$ cat src/rtl/example_alu_pkg.sv
// Shared opcodes and FSM state encoding for the sequential example ALU.
// Imported by example_alu_seq and example_shift_mul.
package example_alu_pkg;

  localparam logic [2:0] OP_ADD = 3'd0;
  localparam logic [2:0] OP_SUB = 3'd1;
  localparam logic [2:0] OP_MUL = 3'd2;
  localparam logic [2:0] OP_LT  = 3'd3;
  localparam logic [2:0] OP_GT  = 3'd4;
  localparam logic [2:0] OP_EQ  = 3'd5;
  localparam logic [2:0] OP_MAX = 3'd6;
  localparam logic [2:0] OP_MIN = 3'd7;

  typedef enum logic {
    IDLE = 1'b0,
    MUL  = 1'b1
  } state_t;

endpackage

$ cat src/rtl/example_shift_mul.sv
// Iterative shift-add unsigned multiplier, one multiplier bit per cycle.
// Ports: clk, rst, start, a, b in; done strobe and product out.
module example_shift_mul #(
  parameter int WIDTH = 4
) (
  input  logic               clk,
  input  logic               rst,
  input  logic               start,
  input  logic [WIDTH-1:0]   a,
  input  logic [WIDTH-1:0]   b,
  output logic               done,
  output logic [2*WIDTH-1:0] product
);
  import example_alu_pkg::*;

  localparam int OUT_W = 2 * WIDTH;
  localparam int CW    = $clog2(WIDTH + 1);

  logic [OUT_W-1:0] mcand;
  logic [WIDTH-1:0] mplier;
  logic [OUT_W-1:0] prod;
  logic [CW-1:0]    cnt;
  logic [OUT_W-1:0] prod_nxt;

  assign prod_nxt = prod + (mplier[0] ? mcand : '0);

  // done and product describe the step taken on this edge,
  // so the top can register the final sum as cnt goes 1->0.
  assign done    = (cnt == CW'(1));
  assign product = prod_nxt;

  always_ff @(posedge clk) begin
    if (rst) begin
      mcand  <= '0;
      mplier <= '0;
      prod   <= '0;
      cnt    <= '0;
    end else if (start) begin
      mcand  <= {{WIDTH{1'b0}}, a};
      mplier <= b;
      prod   <= '0;
      cnt    <= CW'(WIDTH);
    end else if (cnt != '0) begin
      prod   <= prod_nxt;
      mcand  <= mcand << 1;
      mplier <= mplier >> 1;
      cnt    <= cnt - CW'(1);
    end
  end

endmodule

$ cat src/rtl/example_alu_seq.sv
// Registered unsigned ALU/comparator with valid/ready input and multi-cycle MUL.
// Ports: clk, rst, in_valid/in_ready, opc, a, b in; c, zero, out_valid out.
module example_alu_seq #(
  parameter int WIDTH = 4
) (
  input  logic               clk,
  input  logic               rst,
  input  logic               in_valid,
  output logic               in_ready,
  input  logic [2:0]         opc,
  input  logic [WIDTH-1:0]   a,
  input  logic [WIDTH-1:0]   b,
  output logic [2*WIDTH-1:0] c,
  output logic               zero,
  output logic               out_valid
);
  import example_alu_pkg::*;

  localparam int OUT_W = 2 * WIDTH;

  state_t           state, state_n;
  logic             accept;
  logic             mul_start;
  logic             mul_done;
  logic [OUT_W-1:0] mul_p;
  logic [OUT_W-1:0] ae, be;
  logic [OUT_W-1:0] alu_res;
  logic [OUT_W-1:0] res_nxt;
  logic             res_load;

  assign in_ready = (state == IDLE);
  assign accept   = in_valid && in_ready;
  assign ae       = {{WIDTH{1'b0}}, a};
  assign be       = {{WIDTH{1'b0}}, b};

  example_shift_mul #(.WIDTH(WIDTH)) u_mul (
    .clk     (clk),
    .rst     (rst),
    .start   (mul_start),
    .a       (a),
    .b       (b),
    .done    (mul_done),
    .product (mul_p)
  );

  always_comb begin
    alu_res = '0;
    unique case (1'b1)
      (opc == OP_ADD): alu_res = ae + be;
      (opc == OP_SUB): alu_res = ae - be;
      (opc == OP_MUL): alu_res = '0;
      (opc == OP_LT):  alu_res = {{(OUT_W-1){1'b0}}, a < b};
      (opc == OP_GT):  alu_res = {{(OUT_W-1){1'b0}}, a > b};
      (opc == OP_EQ):  alu_res = {{(OUT_W-1){1'b0}}, a == b};
      (opc == OP_MAX): alu_res = (a > b) ? ae : be;
      (opc == OP_MIN): alu_res = (a < b) ? ae : be;
      default:         alu_res = '0;
    endcase
  end

  always_comb begin
    state_n   = state;
    mul_start = 1'b0;
    res_load  = 1'b0;
    res_nxt   = alu_res;
    unique case (state)
      IDLE: begin
        if (accept) begin
          if (opc == OP_MUL) begin
            mul_start = 1'b1;
            state_n   = MUL;
          end else begin
            res_load  = 1'b1;
          end
        end
      end
      MUL: begin
        if (mul_done) begin
          res_load = 1'b1;
          res_nxt  = mul_p;
          state_n  = IDLE;
        end
      end
      default: state_n = IDLE;
    endcase
  end

  always_ff @(posedge clk) begin
    if (rst) begin
      state <= IDLE;
    end else begin
      state <= state_n;
    end
  end

  always_ff @(posedge clk) begin
    if (rst) begin
      c         <= '0;
      zero      <= 1'b1;
      out_valid <= 1'b0;
    end else begin
      out_valid <= res_load;
      if (res_load) begin
        c    <= res_nxt;
        zero <= (res_nxt == '0);
      end
    end
  end

endmodule

$ cat config.mk
export PLATFORM = sky130hd
export DESIGN_NAME = example_alu_seq
export DESIGN_NICKNAME = d
export VERILOG_FILES = /design/src/rtl/example_alu_pkg.sv /design/src/rtl/example_shift_mul.sv /design/src/rtl/example_alu_seq.sv
export SDC_FILE = /design/constraint.sdc
export NUM_CORES = 1
export LEC_CHECK = 0
export CAP_MARGIN = 20
export CORE_UTILIZATION = 51
export DETAILED_ROUTE_END_ITERATION = 8
export PLACE_DENSITY = 0.77
export SETUP_SLACK_MARGIN = 0.1
export SLEW_MARGIN = 30
export SYNTH_ARGS = -nofsm -noshare
export SYNTH_HDL_FRONTEND = slang
export SYNTH_SLANG_ARGS = --single-unit
$ cat constraint.sdc
create_clock -name clk -period 2.8 [get_ports clk]
set_input_delay 0.84 -clock clk [delete_from_list [all_inputs] [get_ports clk]]
set_output_delay 0.84 -clock clk [all_outputs]
set_load 0.02 [all_outputs]
==> out/results.ini <==
[sta]
rsz0062_at_grt = true
skew_ps = 6.13
worst_pin_slew_ps = 671
setup_viol = 0
finalHoldViolCount = 0
slew_violations = 0
finalCritPeriodShare = 0.935
maxClockFrequency_mhz = 382
layout_setup_ws_ps = 182
period_needed_ps = 2620
relSlewSlack = 0.553

[floorplan]
num_rows = 24
design.core.area_um2 = 4410
die_w_um = 70.1
io_pins = 25
dieArea_um2 = 4910
die_height_um = 70.1
initial_utilization = 0.535

[global_routing]
grt_pass1_vias = 2424
grt_use_total = 0.290
grt_max_degree = 24
antenna_found_initial = 0
grt_pass1_wl_um = 11300
overflow = 0

[worst_setup_path]
crit_required_ps = 2990
crit_family = compound AO/OA/AOI/OAI gates
slowest_delay_ps = 330
rr_worst_depth = 11
crit_top_cell = a221o_1
slowest_stage = a221o_1
cp-end-kind = register
crit_type = primary input to register
path_cells = clkdlybuf4s15_2 -> ha_4 -> or2_4 -> o221a_4 -> o21ai_4 -> mux2i_1 -> a221o_1 -> a221o_1 -> o41ai_2
r2r_slack_ps = 270
cp-start-kind = primary input
crit_arrival_ps = 2810
r2r_end = zero
path_buf_inv = 1
crit_fanout = 4
worstReg2RegStart = u_mul.mplier[0]

[clock_network]
cts_tree = built
root_buffer = clkbuf_8
cts_sinks = 34
htree_levels = 2
numCtsBuffers = 5
clkTransAtPathRegs_ps = 60
clock_latency_ps = 290
ctsLongestPathBuffers = 2

[synth]
ys_seq_elements = 34
syn-cell-area_um2 = 2360
synth-main-ff-cell = dfxtp_1
ys_types = 51
synth_cells = 308
async_flop_share = 0
avgSynthCellArea_um2 = 7.67
yosysSeqAreaShare = 0.288
synth.net_count = 343
synth-edff-count = 0
ys_warn_count = 0

[routing]
wl_per_cell_um = 15.4
drc = 0
drt-vias-per-instance = 5.94
routed_wl_um = 6590
vias = 2536
drtIter0Drc = 233
drtPass1Iterations = 5
ant_nets = 0

[place]
place_hpwl_um = 4770
place.gp.congestion = 0.926
io_buffers = 24
pre_cts_slack_ps = -521

[worst_hold_path]
worstHoldStart = u_mul.prod[3]
min_path_type = register to register
min_path_cells = 2
min_delay_worst_endpoint = u_mul.prod[3]

[job]
cap_violations = 0

[power_and_ir_drop]
powerDensity_nw_per_um2 = 475
ir_drop_uv = 654
leakage_uw = 0.00132
power_uw = 1510

[status]
status = complete, no violations

[cells_and_area]
layout.nets = 410
antennaDiodeCount = 0
drive_gt1_frac = 0.237
layout-area-overhead-vs-synth_pct = 34.3

-- layer usage --
| layer | track usage | part of all wire |
|---|---|---|
| met3 | 0.0519 | 0.073 |
| met4 | 0.124 | 0.030 |
| met1 | 0.397 | 0.45 |
| met5 | 0 | 0 |
| met2 | 0.448 | 0.45 |
-- cells in the mapped netlist (all sizes together), types with 4 or more instances --
master	instances	area share
nand2	46	0.073
xnor2	5	0.019
and3	4	0.011
inv	15	0.024
a31oi	6	0.016
a21oi	30	0.064
nor2	26	0.041
and2	7	0.019
clkbuf	13	0.021
xor2	4	0.015
a311oi	7	0.026
a211oi	5	0.016
nor3	8	0.017
ha	18	0.095
o21ai	14	0.034
nand3	11	0.023
nand2b	5	0.013
dfxtp	34	0.29
nor2b	8	0.021
-- registers in the layout, indices dropped and copies added, names as in the netlist --
| name | flops |
|---|---|
| c | 8 |
| u_mul.mcand | 8 |
| u_mul.prod | 8 |
| u_mul.mplier | 4 |
| u_mul.cnt | 3 |
| out_valid | 1 |
| state | 1 |
| zero | 1 |
-- worst max-delay path by stage --
stage	end	cells past startpoint	startpoint	slack [ps]
after floorplan	zero	9	b[2]	110
after global placement	zero	10	a[0]	-450
after detailed placement	zero	10	a[0]	-520
after CTS	zero	9	a[2]	100
after global routing	zero	11	u_mul.mplier[0]	60
final	zero	9	a[2]	180
-- layout make-up --
type | count | area (um2)
repair buffers | 75 | 616
flip-flops and latches | 34 | 682
fillers | 362 | 1240
clock inverters | 2 | 10.0
inverters | 15 | 56.3
well taps | 52 | 65.1
multi-input cells | 244 | 1680
clock buffers | 5 | 68.8
-- timing repair --
action / CTS / global route
pin swaps: 14 / 2
gates cloned: 0 / 0
buffers inserted: 8 / 1
resized for setup: 40 / 8
hold buffers: 0 / 0
setup endpoints to repair: 5 / 3
-- per-stage QoR --
| stage | utilization | area [um2] | std cells | TNS [ps] | hold slack [ps] |
|---|---|---|---|---|---|
| 2_1_floorplan | - | 2400 | 308 | 0 | 432 |
| 3_3_place_gp | 0.673 | 2970 | 411 | -1760 | 441 |
| 3_5_place_dp | 0.673 | 2970 | 411 | -2170 | 448 |
| 4_1_cts | 0.711 | 3140 | 426 | 0 | 457 |
| 5_1_grt | 0.719 | 3170 | 427 | 0 | 485 |
| 6_report | 0.719 | 3170 | 427 | 0 | 455 |
-- power breakdown --
| group | internal, uW | total [uW] | switching [uW] | leakage [uW] |
|---|---|---|---|---|
| combinational | 247 | 603 | 356 | 0.00100 |
| clock | 167 | 343 | 176 | 0.0000438 |
| sequential | 528 | 561 | 33.1 | 0.000277 |
| total | 942 | 1510 | 565 | 0.00132 |
-- kinds of logic after synthesis --
family          synth area share
compound gates             0.248
xor+xnor                  0.0333
fa+ha+maj                  0.121
buf+inv                   0.0482
flops                      0.288
mux                       0.0127
simple gates               0.249
-- tightest hold or removal path, stage by stage (launching register included) --
cell and delay [ps]:
dfxtp_1 310, nand2_1 50, a21oi_1 50
-- layout by cell type, fill, tap and decap left out, types with 4 or more instances in the layout --
| cell | Yosys | routed |
|---|---|---|
| a211oi_1 | 5 | 5 |
| a21oi_1 | 30 | 30 |
| a311oi_1 | 7 | 7 |
| a31oi_1 | 6 | 5 |
| and2_1 | 7 | 7 |
| buf_2 | 1 | 5 |
| buf_4 | 0 | 49 |
| clkbuf_8 | 0 | 5 |
| clkdlybuf4s50_1 | 0 | 15 |
| dfxtp_1 | 34 | 33 |
| ha_1 | 18 | 13 |
| ha_4 | 0 | 5 |
| inv_1 | 15 | 11 |
| inv_2 | 0 | 4 |
| nand2_1 | 46 | 46 |
| nand2b_1 | 5 | 5 |
| nand3_1 | 11 | 11 |
| nor2_1 | 26 | 25 |
| nor2b_1 | 8 | 7 |
| nor3_1 | 8 | 7 |
| o21ai_0 | 12 | 9 |
| o21ai_1 | 1 | 4 |
| xnor2_1 | 5 | 5 |
| xor2_1 | 4 | 4 |
No activity file was read; power rests on OpenSTA's default activity.
